==> src/rtl/mem_controller_pkg.sv <==
// Shared encodings for the memory handshake: sequencer one-hot control states,
// the responder FSM states and the bus byte-enable patterns.
package mem_controller_pkg;

    localparam int CONTROL_BIT_MAX = 5;

    localparam logic [CONTROL_BIT_MAX:0] STATE_FETCH  = 6'b000001;
    localparam logic [CONTROL_BIT_MAX:0] STATE_DECODE = 6'b000010;
    localparam logic [CONTROL_BIT_MAX:0] STATE_EXEC   = 6'b000100;
    localparam logic [CONTROL_BIT_MAX:0] STATE_MEM    = 6'b001000;
    localparam logic [CONTROL_BIT_MAX:0] STATE_WB     = 6'b010000;
    localparam logic [CONTROL_BIT_MAX:0] STATE_HALT   = 6'b100000;

    typedef enum logic [1:0] {
        MEM_IDLE = 2'd0,
        MEM_REQ  = 2'd1,
        MEM_DONE = 2'd2
    } mem_state_e;

    localparam logic [1:0] BE_WORD = 2'b11;
    localparam logic [1:0] BE_LO   = 2'b01;
    localparam logic [1:0] BE_HI   = 2'b10;

endpackage

==> src/rtl/mem_lane_mux.sv <==
// Byte-lane steering: byte-enable generation and store replication on the way out,
// zero-extension of the selected lane on the way back in.
module mem_lane_mux
    import mem_controller_pkg::*;
(
    input  logic        byte_i,
    input  logic        addr0_i,
    input  logic [15:0] wdata_i,
    output logic [1:0]  be_o,
    output logic [15:0] wdata_o,
    input  logic [1:0]  rd_be_i,
    input  logic [15:0] rdata_i,
    output logic [15:0] rdata_o
);

    always_comb begin
        be_o    = BE_WORD;
        wdata_o = wdata_i;
        if (byte_i) begin
            be_o    = addr0_i ? BE_HI : BE_LO;
            wdata_o = {wdata_i[7:0], wdata_i[7:0]};
        end
    end

    // The captured enables already tell which lane a byte load targets.
    always_comb begin
        case (rd_be_i)
            BE_HI:   rdata_o = {8'h00, rdata_i[15:8]};
            BE_LO:   rdata_o = {8'h00, rdata_i[7:0]};
            default: rdata_o = rdata_i;
        endcase
    end

endmodule

==> src/rtl/mem_controller.sv <==
// Bus-side responder for the sequencer's FETCH/MEM handshake over a req/ack bus.
// Optional watchdog enabled by defining MEM_TIMEOUT_EN.
module mem_controller
    import mem_controller_pkg::*;
#(
    parameter int ADDR_W         = 16,
    parameter int TIMEOUT_CYCLES = 255
) (
    input  logic                     clk,
    input  logic                     rst_n,
    input  logic                     en,
    input  logic [CONTROL_BIT_MAX:0] control_i,
    input  logic [ADDR_W-1:0]        pc_i,
    input  logic [ADDR_W-1:0]        addr_i,
    input  logic [15:0]              wdata_i,
    input  logic                     we_i,
    input  logic                     byte_i,
    output logic                     mem_wait,
    output logic [15:0]              instr_o,
    output logic [15:0]              rdata_o,
    output logic                     bus_req,
    output logic [ADDR_W-2:0]        bus_addr,
    output logic                     bus_we,
    output logic [1:0]               bus_be,
    output logic [15:0]              bus_wdata,
    input  logic [15:0]              bus_rdata,
    input  logic                     bus_ack,
    output logic                     bus_err
);

    mem_state_e        state_q, state_d;
    logic              req_q, req_d;
    logic              we_q, we_d;
    logic              fetch_q, fetch_d;
    logic [1:0]        be_q, be_d;
    logic [ADDR_W-2:0] addr_q, addr_d;
    logic [15:0]       wdata_q, wdata_d;
    logic [15:0]       instr_q, instr_d;
    logic [15:0]       rdata_q, rdata_d;
    logic              err_q, err_d;

    logic              is_fetch, is_mem;
    logic [ADDR_W-1:0] sel_addr;
    logic [1:0]        lane_be;
    logic [15:0]       lane_wdata, lane_rdata;
    logic              timeout;

    assign is_fetch = (control_i == STATE_FETCH);
    assign is_mem   = (control_i == STATE_MEM);
    assign sel_addr = is_fetch ? pc_i : addr_i;

    mem_lane_mux u_lane (
        .byte_i  (is_mem & byte_i),
        .addr0_i (sel_addr[0]),
        .wdata_i (is_mem ? wdata_i : 16'h0000),
        .be_o    (lane_be),
        .wdata_o (lane_wdata),
        .rd_be_i (be_q),
        .rdata_i (bus_rdata),
        .rdata_o (lane_rdata)
    );

`ifdef MEM_TIMEOUT_EN
    localparam int CNT_W = ($clog2(TIMEOUT_CYCLES + 1) > 8) ? $clog2(TIMEOUT_CYCLES + 1) : 8;
    logic [CNT_W-1:0] cnt_q, cnt_d;

    // Counts REQ cycles from zero; fires on the TIMEOUT_CYCLES-th one without ack.
    assign timeout = (state_q == MEM_REQ) && (cnt_q == CNT_W'(TIMEOUT_CYCLES - 1));
    assign cnt_d   = (state_q == MEM_REQ) ? cnt_q + 1'b1 : '0;

    always_ff @(posedge clk or negedge rst_n) begin
        if (!rst_n) cnt_q <= '0;
        else        cnt_q <= cnt_d;
    end
`else
    assign timeout = 1'b0;
`endif

    always_comb begin
        state_d = state_q;
        req_d   = req_q;
        we_d    = we_q;
        fetch_d = fetch_q;
        be_d    = be_q;
        addr_d  = addr_q;
        wdata_d = wdata_q;
        instr_d = instr_q;
        rdata_d = rdata_q;
        err_d   = 1'b0;
        case (state_q)
            MEM_IDLE: begin
                if (en && (is_fetch || is_mem)) begin
                    state_d = MEM_REQ;
                    req_d   = 1'b1;
                    fetch_d = is_fetch;
                    we_d    = is_mem & we_i;
                    be_d    = lane_be;
                    addr_d  = sel_addr[ADDR_W-1:1];
                    wdata_d = lane_wdata;
                end
            end
            MEM_REQ: begin
                if (bus_ack) begin
                    state_d = MEM_DONE;
                    req_d   = 1'b0;
                    if (fetch_q)    instr_d = lane_rdata;
                    else if (!we_q) rdata_d = lane_rdata;
                end else if (timeout) begin
                    state_d = MEM_DONE;
                    req_d   = 1'b0;
                    err_d   = 1'b1;
                    if (fetch_q)    instr_d = 16'hFFFF;
                    else if (!we_q) rdata_d = 16'hFFFF;
                end
            end
            MEM_DONE: begin
                if (en) state_d = MEM_IDLE;
            end
            default: state_d = MEM_IDLE;
        endcase
    end

    always_ff @(posedge clk or negedge rst_n) begin
        if (!rst_n) begin
            state_q <= MEM_IDLE;
            req_q   <= 1'b0;
            we_q    <= 1'b0;
            fetch_q <= 1'b0;
            be_q    <= 2'b00;
            addr_q  <= '0;
            wdata_q <= 16'h0000;
            instr_q <= 16'h0000;
            rdata_q <= 16'h0000;
            err_q   <= 1'b0;
        end else begin
            state_q <= state_d;
            req_q   <= req_d;
            we_q    <= we_d;
            fetch_q <= fetch_d;
            be_q    <= be_d;
            addr_q  <= addr_d;
            wdata_q <= wdata_d;
            instr_q <= instr_d;
            rdata_q <= rdata_d;
            err_q   <= err_d;
        end
    end

    assign mem_wait  = (is_fetch || is_mem) && (state_q != MEM_DONE);
    assign bus_req   = req_q;
    assign bus_addr  = addr_q;
    assign bus_we    = we_q;
    assign bus_be    = be_q;
    assign bus_wdata = wdata_q;
    assign instr_o   = instr_q;
    assign rdata_o   = rdata_q;
    assign bus_err   = err_q;

endmodule

==> config.mk <==
export PLATFORM = sky130hd
export DESIGN_NAME = mem_controller
export DESIGN_NICKNAME = d
export VERILOG_FILES = /design/src/rtl/mem_controller_pkg.sv /design/src/rtl/mem_lane_mux.sv /design/src/rtl/mem_controller.sv
export SDC_FILE = /design/constraint.sdc
export NUM_CORES = 1
export LEC_CHECK = 0
export ABC_AREA = 1
export CORE_UTILIZATION = 34
export DETAILED_ROUTE_END_ITERATION = 16
export HOLD_SLACK_MARGIN = 0.1
export MAX_ROUTING_LAYER = met4
export PLACE_DENSITY = 0.74
export SLEW_MARGIN = 15
export SYNTH_ARGS = -nofsm -noshare
export SYNTH_HDL_FRONTEND = slang
export SYNTH_HIERARCHICAL = 1
export SYNTH_SLANG_ARGS = --single-unit
==> constraint.sdc <==
create_clock -name clk -period 2.1 [get_ports clk]
set_input_delay 0.42 -clock clk [delete_from_list [all_inputs] [get_ports clk]]
set_output_delay 0.42 -clock clk [all_outputs]
set_load 0.05 [all_outputs]
== Word-level counts from Yosys, hierarchy flattened ==
Cells that the tools add are included.
W data, S select, Z words.
Storage, ports and cells
  flip-flop bits (word level): 70
  output and inout port bits: 69
  word-level logic and storage cells: 46
  input bits: 76
Operators by class
  equality and inequality tests: 10
  reductions and logical operators: 10
  muxes and demuxes: 13
  bitwise logic cells: 4
Operators by type and width (count)
  $mux W16: 3
  $pmux W16 S2: 1
  $mux W2: 5
  $reduce_and A3 Y1: 3
  $ne A2 B2 Y1 const B: 4
  $eq A6 B1 Y1 const B: 1
  $eq A6 B4 Y1 const B: 1
  $pmux W2 S3: 1
  $eq A2 B1 Y1 const B: 2
  $eq A2 B2 Y1 const B: 2
  $reduce_and A4 Y1: 1
  $and A1 B1 Y1: 2
  $logic_and A1 B1 Y1: 2
  $logic_not A2 Y1: 1
  $mux W1: 2
  $not A1 Y1: 2
  $pmux W1 S2: 1
  $reduce_and A2 Y1: 1
  $reduce_bool A2 Y1: 1
  $logic_or A1 B1 Y1: 1

== Longest topological paths before layout ==
Gate-level depths: netlist of run 1.
  depth in word-level cells: 5
  gate-level depth with buffers: 11
  mapped depth without buffers: 9

== Hierarchy ==
The synthesis of run 1 kept the hierarchy.
By module, submodules not included
  mem_controller: cells an instance 395, area each 3374.5 um^2, instances 1, seq. area each 1751.7 um^2
  mem_lane_mux: cells an instance 84, area each 410.4 um^2, instances 1, seq. area each 0.0 um^2

== Worst setup path before layout of run 1 ==
No wires, ideal clock.
  path kind: input port to output port
  from: input control_i[0]
  to: output mem_wait
  stages on the path: 5
  buffers on the path: 1
  required time: 1.680 ns
  arrival: 1.682 ns
  path slack: -0.002 ns
  cell sequence: inv_1 -> nor2_1 -> nand3_2 -> buf_2 -> a22oi_1
On the way
  longest elaborated chain between the ends: 3
  elaborated cells between the ends (all ways): 4
  classes of those cells: eq/ne (2); reduce/logical (2)
Ends and longest elaborated chain
  start: declaration: line mem_controller.sv:12  | input logic [CONTROL_BIT_MAX:0] control_i,
  $eq A6 B1 Y1 / $eq A6 B4 Y1 (equally long branches): line mem_controller.sv:48, mem_controller.sv:49
  $logic_or A1 B1 Y1 *: line mem_controller.sv:149  | assign mem_wait = (is_fetch || is_mem) && (state_q != MEM_DONE);
  $logic_and A1 B1 Y1 *: line mem_controller.sv:149
  end: declaration: line mem_controller.sv:18  | output logic mem_wait,
Every way passes the cells marked *; elsewhere a longest branch is shown, timed or not.

== Worst setup path in the final report of run 1 ==
  from: input control_i[3]
  to: output mem_wait
Same word-level chain as after synthesis.

==> summary.md, run 1 <==
| Metric | Value |
|---|---|
| I/O Pins | `around 150` |
| Routed Antenna Nets | `0` |
| Power per cell area | `approximately 860 nW/um^2` |
| Post-Syn Area | `about 3800 um^2` |
| Detailed-placement wirelength estimate | `7.68 mm` |
| Seq/Total Area, Yosys | `0.463` |
| Leakage power | `2.75 nW` |
| Core ar. | `10800 um^2` |
| # setup viols final | `0` |
| RR Startpoint | `bus_be[0]$_DFFE_PN0P_` |
| Max-cap viol count | `0` |
| Worst-path clk slew | `0.07 ns` |
| H-Tree Depth | `3` |
| Worst skew pair latency | `0.34 ns` |
| Starting Density | `0.349` |
| IO buf count | `143` |
| DRC violations left | `0` |
| CTS tree | `built` |
| DRT Pass-1 Iters | `4` |
| Slew of the pin with the lowest slew margin | `between 0.5 and 0.6 ns` |
| Total clock buffers created by CTS | `9` |
| Critical Path Source Type | `input pin` |
| Routability cong. | `0.861` |
| Initial antenna violation count | `0` |
| Register bit count reported by yosys | `70` |
| First-pass GRT wire length | `~16 mm` |
| Diode count | `0` |
| Routed WL | `10.1 mm` |
| Worst Hold Launch | `rdata_o[7]$_DFFE_PN0P_` |
| Hold Vio Cnt, Final | `0` |
| WHS | `about 0.5 ns` |
| Worst setup EP type | `output pin` |
| Hold path depth | `2` |
| DR iter-0 viols | `around 230` |
| # rows | `38` |
| Multi-input gate area | `1540 um^2` |
| Hold path endpoint | `rdata_o[7]$_DFFE_PN0P_` |
| CP arrival | `between 1.5 and 2 ns` |
| Gate Count Post-Synth | `479` |
| F_max | `between 0.4 and 0.5 GHz` |
| Commonest non-fill, non-tap cells in the layout | `nand2_1, clkdlybuf4s50_1, dfrtp_1` |
| Layout fillers | `1066` |
| Reg2Reg Setup Slack | `roughly 0.39 ns` |
| Commonest non-fill, non-tap cell in the layout | `nand2_1` |
| Period utilization | `0.955` |
| Unrepaired setup endpoints after global routing | `false` |
| Die area | `approximately 12000 um^2` |
| Die height | `around 110 um` |
| Die W | `around 110 um` |
| WL/cell | `13.2 um` |
| Crit-path max FO | `3` |
| Vias in the first global route | `3499` |
| Syn_area_per_cell | `7.90 um^2` |
| FF-to-FF End | `rdata_o[3]$_DFFE_PN0P_` |
| CTS Sinks | `70` |
| CP Class | `input pin to output pin` |
| Worst Skew | `0.0135 ns` |
| HP Class | `flip-flop to flip-flop` |
| Share of cells above drive strength 1 | `0.125` |
| Overflow after GRT | `0` |
| Max VDD drop | `~580 uV` |
| Fin. max-slew vios | `0` |
| Setup_tns | `0 ns` |
| Vias after detailed routing | `3538` |
| Fin crit period | `approximately 2.0 ns` |
| Total track usage | `0.185` |
| Synthesis-to-finish area growth | `45.5%` |
| Status | `finished, final reports clean` |
| Fin nets | `696` |
| DR vias/cell | `roughly 4.6` |
| Register area | `approximately 1800 um^2` |
| Pin count of the biggest net entering global routing | `38` |
| Distinct cells, synth | `24` |
| Slew headroom | `0.627` |
| Worst path required time | `about 1.7 ns` |
| Critical path origin | `control_i[3]` |
| Syn_nets | `about 560` |
| Clock Path Buffers | `2` |
| Reg2reg path depth | `7` |
| YS warnings | `6` |
| CTS root buf | `clkbuf_8` |
==> per-layer routing <==
metal  GRT usage  wire (um)  vias to the layer above
met5           -          0                        -
met4      0.0793        184                        0
met3      0.0381        702                       16
met2       0.313       4950                      126
met1       0.211       4220                     1653
li1            -          -                     1743
==> cell usage after synthesis (all sizes together) <==
master | number | area share
buf | 31 | 0.066
o211ai | 1 | 0.0020
inv | 63 | 0.062
o21ai | 48 | 0.063
nand2 | 169 | 0.17
clkbuf | 3 | 0.0033
a22oi | 1 | 0.0020
dfrtp | 70 | 0.46
ha | 2 | 0.0066
nand3 | 63 | 0.12
nor2 | 26 | 0.032
o31ai | 1 | 0.0020
conb | 1 | 0.00099
==> sequential cells by signal, summed over array words and instances, names as in the netlist <==
name       cells
rdata_o       16
bus_be         2
bus_addr      15
bus_req        1
bus_we         1
state_q        2
instr_o       16
fetch_q        1
bus_wdata     16
==> timing repair <==
item	CTS	global route
hold buffers	1	0
resized for setup	0	3
hold endpoints to repair	34	0
setup endpoints to repair	0	3
setup buffers	0	0
==> cell type report <==
type / count / share of cell area
multi-input cells: 312 / 0.279
flip-flops and latches: 70 / 0.318
repair buffers: 162 / 0.293
well taps: 140 / 0.0318
clock inverters: 6 / 0.0114
clock buffers: 10 / 0.0232
inverters: 63 / 0.0429
==> critical path, cell delays in order <==
cell and delay (ns):
clkdlybuf4s50_1 0.52, nand3_1 0.14, nor2_4 0.12, inv_2 0.06, a22oi_2 0.17, buf_12 0.17
==> report_power, final <==
group	switching [mW]	internal (mW)
Combinational	1.26	0.700
Sequential	0.153	1.56
Clock	0.505	0.547
==> worst max-delay path by stage <==
| stage | endpoint | slack (ns) | cells past startpoint |
|---|---|---|---|
| 2_1_floorplan | mem_wait | 0.30 | 5 |
| 3_3_place_gp | bus_wdata[11]$_DFFE_PN0P_ | 0.04 | 10 |
| 3_5_place_dp | bus_wdata[2]$_DFFE_PN0P_ | 0.03 | 9 |
| 4_1_cts | bus_be[0] | 0.01 | 1 |
| 5_1_grt | mem_wait | 0.006 | 6 |
| 6_report | mem_wait | 0.1 | 6 |
==> stage by stage <==
step / cells / power, mW / worst slack (ns) / instance area [um^2] / utilization
2_1_floorplan: 479 / 2.94 / 0.296 / 3790 / -
3_3_place_gp: 746 / 3.66 / 0.0411 / 5300 / 0.489
3_5_place_dp: 746 / 3.69 / 0.0258 / 5300 / 0.489
4_1_cts: 763 / 4.76 / 0.0138 / 5500 / 0.507
5_1_grt: 763 / 4.97 / 0.00583 / 5510 / 0.508
6_report: 763 / 4.72 / 0.0952 / 5510 / 0.508
==> kinds of logic (layout without fill, tap and decap cells) <==
| group | Yosys count | after routing | share of synthesized area |
|---|---|---|---|
| compound gates | 51 | 51 | 0.0694 |
| fa+ha+maj | 2 | 2 | 0.00661 |
| flops | 70 | 70 | 0.463 |
| simple gates | 258 | 258 | 0.328 |
| buf+inv | 97 | 241 | 0.132 |
| other cells | 1 | 1 | 0.000991 |
(Power assumes the default switching activity.)
==> run 2, diff against run 1 <==
==> constraint.sdc (replaced) <==
create_clock -name clk -period 2.1 [get_ports clk]
set_input_delay 0.42 -clock clk [delete_from_list [all_inputs] [get_ports clk]]
set_output_delay 0.42 -clock clk [all_outputs]
set_load 0.1 [all_outputs]
==> run 2 against run 1 <==
Power grew 16%. Global-route usage rose by 0.38 points. Clock skew decreased by 0.0087 ns. Critical path depth stayed put. Register-to-register slack better by 0.05 ns. Maximum frequency decreased by 1.2%. Die area is the same. Core utilization fell by 1.2 points. Critical endpoint unchanged. Largest power group unchanged.
==> summary.md, run 2 (synthesized netlist as in run 1, its figures left out) <==
| Metric | Value |
|---|---|
| Cell family with most CP delay | `buffers and inverters` |
| # setup viols final | `0 (unchanged)` |
| Worst Path Buf+Inv | `3 (unchanged)` |
| CP Class | `input pin to output pin` |
| I/O Pins | `145 (unchanged)` |
| Commonest non-fill, non-tap cell in the layout | `nand2_1` |
| WL/cell | `13.5 um (+2.1%)` |
| Pwr Total | `5.50 mW (+16%)` |
| Unrepaired setup endpoints after global routing | `false` |
| Commonest non-fill, non-tap cells in the layout | `nand2_1, buf_4, dfrtp_1, clkdlybuf4s50_1, inv_1` |
| Status | `finished, final reports clean` |
| Total clock buffers created by CTS | `9 (unchanged)` |
| Die area | `11600 um^2 (unchanged)` |
| Period utilization | `0.967 (+0.0120)` |
| Die height | `108 um (unchanged)` |
| Overflow after GRT | `0 (unchanged)` |
| CTS Sinks | `70 (unchanged)` |
| Max stage delay on crit path | `0.44 ns (-0.08 ns)` |
| DRC violations left | `0 (unchanged)` |
| Cells along the critical path | `clkdlybuf4s50_1 > buf_4 > nor2_2 > nand3_4 > a22oi_2 > buf_12` |
| Setup repair bufs after CTS | `0 (unchanged)` |
| Clock Path Buffers | `2 (unchanged)` |
| CTS tree | `built` |
| WHS | `0.491 ns (+0.00262 ns)` |
| Hold Vio Cnt, Final | `0 (unchanged)` |
| F_max | `0.493 GHz (-1.2%)` |
| Worst path required time | `1.68 ns (about the same)` |
| Max VDD drop | `754 uV (+30%)` |
| Worst Skew | `0.00487 ns (-0.00865 ns)` |
| Total track usage | `0.188 (+0.00377)` |
| Vias in the first global route | `3442 (-1.6%)` |
| DRT Pass-1 Iters | `5 (+1)` |
| DP Cell Count | `745 (-0.13%)` |
| Slowest cell on the critical path | `clkdlybuf4s50_1` |
| Post-Layout Cell Count | `761 (-0.26%)` |
| CTS root buf | `clkbuf_8` |
| HP Class | `flip-flop to flip-flop` |
| Die W | `108 um (unchanged)` |
| Worst-path clk slew | `0.07 ns (about the same)` |
| DR iter-0 viols | `232 (unchanged)` |
| H-Tree Depth | `3 (unchanged)` |
| Dpl ws | `-0.000361 ns (-0.0261 ns)` |
| Routed Antenna Nets | `0 (unchanged)` |
| Share of cells above drive strength 1 | `0.237 (+0.112)` |
| Core ar. | `10800 um^2 (unchanged)` |
| Worst skew pair latency | `0.34 ns (about the same)` |
| Routability cong. | `0.886 (+2.9%)` |
| Diode count | `0 (unchanged)` |
| Fin. max-slew vios | `0 (unchanged)` |
| Worst setup EP type | `output pin` |
| Setup ws final | `0.0699 ns (-0.0252 ns)` |
| Max-cap viol count | `0 (unchanged)` |
| Final instance area | `5380 um^2 (-2.3%)` |
| Routed WL | `10.2 mm (+1.8%)` |
| Leakage power | `2.86 nW (+4.0%)` |
| CP arrival | `1.61 ns (+0.03 ns)` |
| Setup_tns | `0 ns (unchanged)` |
| Initial antenna violation count | `0 (unchanged)` |
| Crit-path max FO | `2 (-1)` |
| IO buf count | `143 (unchanged)` |
| Fin nets | `695 (-0.14%)` |
| Synthesis-to-finish area growth | `42.2%` |
| Detailed-placement wirelength estimate | `7.65 mm (-0.46%)` |
| Layout fillers | `1072 (+0.56%)` |
| Final core utilization | `0.496 (-0.0115)` |
| Vias after detailed routing | `3554 (+0.45%)` |
| Fin crit period | `2.03 ns (+0.0252 ns)` |
| Power per cell area | `1020 nW/um^2 (+19%)` |
| Pin count of the biggest net entering global routing | `38 (unchanged)` |
| Critical Path Source Type | `input pin` |
| First-pass GRT wire length | `16.5 mm (+1.9%)` |
| Starting Density | `0.349 (unchanged)` |
| DP Area | `5180 um^2 (-2.3%)` |
| DR vias/cell | `4.67 (+0.72%)` |
| # rows | `38 (unchanged)` |
==> run 2: area by class of cell <==
class | count | area, um^2 | share of cell area
Clock buffer | 11 | 141 | 0.0263
Clock inverter | 4 | 47.5 | 0.00884
Inverter | 63 | 244 | 0.0453
Multi-Input combinational cell | 312 | 1570 | 0.292
Sequential cell | 70 | 1750 | 0.326
Tap cell | 140 | 175 | 0.0326
Timing Repair Buffer | 161 | 1450 | 0.270
==> run 2: final timing paths <==
kind / startpoint / to / slack, ns / depth (start not counted)
setup reg to reg: bus_be[1]$_DFFE_PN0P_ / instr_o[5]$_DFFE_PN0P_ / 0.44 / 6
hold / removal: instr_o[6]$_DFFE_PN0P_ / instr_o[6]$_DFFE_PN0P_ / 0.49 / 2
min in group asynchronous: rst_n / instr_o[1]$_DFFE_PN0P_ / 0.59 / 2
max in group asynchronous: rst_n / rdata_o[10]$_DFFE_PN0P_ / 0.96 / 3
hold reg to reg: instr_o[6]$_DFFE_PN0P_ / instr_o[6]$_DFFE_PN0P_ / 0.49 / 2
setup / recovery: control_i[2] / mem_wait / 0.07 / 6
==> run 2: worst min-delay path, stage by stage, from the launching register on <==
cell and delay (ns):
dfrtp_1 0.35, nand2_1 0.05, o21ai_0 0.06
==> run 2: per-layer routing <==
metal  track usage  wire length [um]  vias to the layer above
met5             -                 0                        -
met4        0.0695               159                        0
met3        0.0327               750                       14
met2         0.308              4880                      145
met1         0.233              4460                     1651
li1              -                 -                     1744
==> run 2: repair_timing <==
item	CTS	global route
endpoints found under the setup margin	1	1
hold endpoints to repair	36	0
hold buffers	1	0
gates resized for setup	1	3
gates cloned	0	0
pin swaps	0	1
==> run 2: report_power, final <==
part / total (mW) / switching, mW / internal [mW]
logic: 2.72 / 2.08 / 0.633
clock network: 1.07 / 0.503 / 0.571
registers: 1.71 / 0.148 / 1.56
total: 5.50 / 2.73 / 2.76
==> run 3, diff against run 2 <==
- CTS_CLUSTER_SIZE: unset -> 12
- RECOVER_POWER: unset -> 25
==> run 3 against run 2 <==
Register-to-register slack is essentially flat. Combinational power is essentially flat. Core utilization about the same. Non-clock buffer count unchanged. Power about the same. Maximum frequency about the same. Global-route usage unchanged. Clock power barely moved.
==> summary.md, run 3 (synthesized netlist as in run 1, its figures left out) <==
| Metric | Value |
|---|---|
| Synthesis-to-finish area growth | `42.1% (about the same)` |
| Detailed-placement wirelength estimate | `7.65 mm (unchanged)` |
| Slew of the pin with the lowest slew margin | `0.950 ns` |
| Fin. max-slew vios | `0 (unchanged)` |
| Post-Layout Cell Count | `761 (unchanged)` |
| Slowest cell on the critical path | `clkdlybuf4s50_1` |
| Multi-input gate area | `1570 um^2 (unchanged)` |
| DP Cell Count | `745 (unchanged)` |
| Commonest non-fill, non-tap cell in the layout | `nand2_1` |
| IO buf count | `143 (unchanged)` |
| Critical Path Source Type | `input pin` |
| Fin crit period | `2.03 ns (+0.000199 ns)` |
| Pin count of the biggest net entering global routing | `38 (unchanged)` |
| Routed Antenna Nets | `0 (unchanged)` |
| First-pass GRT wire length | `16.5 mm (unchanged)` |
| Power per cell area | `1020 nW/um^2 (about the same)` |
| Worst skew pair latency | `0.34 ns (about the same)` |
| Total track usage | `0.188 (unchanged)` |
| Pwr Total | `5.50 mW (about the same)` |
| Dpl ws | `-0.000361 ns (unchanged)` |
| CTS tree | `built` |
| Total clock buffers created by CTS | `9 (unchanged)` |
| Unrepaired setup endpoints after global routing | `false` |
| Routed WL | `10.3 mm (about the same)` |
| Clock Path Buffers | `2 (unchanged)` |
| DR iter-0 viols | `228 (-1.7%)` |
| Final core utilization | `0.496 (about the same)` |
| Worst-path clk slew | `0.07 ns (about the same)` |
| Crit-path max FO | `2 (unchanged)` |
| Hold Vio Cnt, Final | `0 (unchanged)` |
| Routability cong. | `0.886 (unchanged)` |
| Initial antenna violation count | `0 (unchanged)` |
| Core ar. | `10800 um^2 (unchanged)` |
| Period utilization | `0.967 (about the same)` |
| DRT Pass-1 Iters | `5 (unchanged)` |
| Cells along the critical path | `clkdlybuf4s50_1 > buf_4 > nor2_2 > nand3_4 > a22oi_2 > buf_12` |
| Setup_tns | `0 ns (unchanged)` |
| CP arrival | `1.61 ns (about the same)` |
| I/O Pins | `145 (unchanged)` |
| Setup repair bufs after CTS | `0 (unchanged)` |
| Worst path required time | `1.68 ns (about the same)` |
| CTS Sinks | `70 (unchanged)` |
| CP Class | `input pin to output pin` |
| DR vias/cell | `4.71 (+0.96%)` |
| Worst Path Buf+Inv | `3 (unchanged)` |
| Max VDD drop | `754 uV (about the same)` |
| Die W | `108 um (unchanged)` |
| Vias after detailed routing | `3588 (+0.96%)` |
| F_max | `0.493 GHz (about the same)` |
| Register area | `1750 um^2 (unchanged)` |
| Max-cap viol count | `0 (unchanged)` |
| H-Tree Depth | `3 (unchanged)` |
| CTS root buf | `clkbuf_8` |
| Diode count | `0 (unchanged)` |
| Commonest non-fill, non-tap cells in the layout | `nand2_1, buf_4, dfrtp_1, clkdlybuf4s50_1, inv_1` |
| Max stage delay on crit path | `0.44 ns (about the same)` |
| Setup ws final | `0.0697 ns (-0.000199 ns)` |
| Die area | `11600 um^2 (unchanged)` |
| HP Class | `flip-flop to flip-flop` |
| Share of cells above drive strength 1 | `0.235 (-0.00161)` |
| Layout fillers | `1071 (-0.093%)` |
| Status | `finished, final reports clean` |
| Overflow after GRT | `0 (unchanged)` |
| Cell family with most CP delay | `buffers and inverters` |
| WL/cell | `13.5 um (about the same)` |
| # setup viols final | `0 (unchanged)` |
| Vias in the first global route | `3442 (unchanged)` |
| DRC violations left | `0 (unchanged)` |
| Worst Skew | `0.00566 ns (+0.000782 ns)` |
| Starting Density | `0.349 (unchanged)` |
| Fin nets | `695 (unchanged)` |
| Die height | `108 um (unchanged)` |
| Worst setup EP type | `output pin` |
| Leakage power | `2.86 nW (about the same)` |
| # rows | `38 (unchanged)` |
| Slew headroom | `0.367` |
==> run 3: where the power goes <==
group          switching, mW  total (mW)  internal (mW)
Combinational           2.08        2.72          0.633
Clock                  0.504        1.07          0.571
Sequential             0.148        1.71           1.56
==> run 3: worst register-to-register path: cells and delay by family (launching register included) <==
kind                     cells  cell delay (ns)
adder cells (fa/ha/maj)      1             0.44
buffers and inverters        2             0.30
flip-flops                   1             0.45
AO/OA/AOI/OAI                2             0.26
AND/OR/NAND/NOR              1             0.10
==> run 3: final cells by class <==
| type | count | share of cell area |
|---|---|---|
| inverters | 63 | 0.0454 |
| flip-flops and latches | 70 | 0.326 |
| multi-input cells | 312 | 0.292 |
| clock inverters | 4 | 0.00884 |
| repair buffers | 161 | 0.270 |
| well taps | 140 | 0.0326 |
| clock buffers | 11 | 0.0263 |
==> run 3: layer usage <==
layer  routed length, um  share of wire  track usage  vias to the layer above
met1                4430           0.43        0.233                     1665
met3                 775          0.076       0.0327                       14
li1                    -              -            -                     1743
met4                 158          0.015       0.0695                        0
met5                   0              0            -                        -
met2                4890           0.48        0.308                      166
==> run 3: path summary, 6_finish.rpt <==
path	slack (ns)	from	to	cells past startpoint
worst max-delay path	0.07	control_i[2]	mem_wait	6
worst min-delay path	0.49	instr_o[6]$_DFFE_PN0P_	instr_o[6]$_DFFE_PN0P_	2
worst max register to register	0.44	bus_be[1]$_DFFE_PN0P_	instr_o[5]$_DFFE_PN0P_	6
worst min register to register	0.49	instr_o[6]$_DFFE_PN0P_	instr_o[6]$_DFFE_PN0P_	2
max in group asynchronous	0.64	rst_n	bus_wdata[5]$_DFFE_PN0P_	3
min in group asynchronous	0.76	rst_n	instr_o[1]$_DFFE_PN0P_	2
==> run 3: timing repair <==
item                                    in CTS  in global routing
endpoints found under the hold margin       36                  0
endpoints found under the setup margin       1                  1
hold buffers                                 1                  0
pin swaps                                    0                  1
resized for setup                            1                  3
==> run 3: per-stage QoR <==
stage / hold WS (ns) / cell area [um^2]
floorplan: 0.124 / 3830
detailed placement: 0.421 / 5180
CTS: 0.497 / 5370
finish: 0.492 / 5380
global placement: 0.414 / 5180
global route: 0.513 / 5380
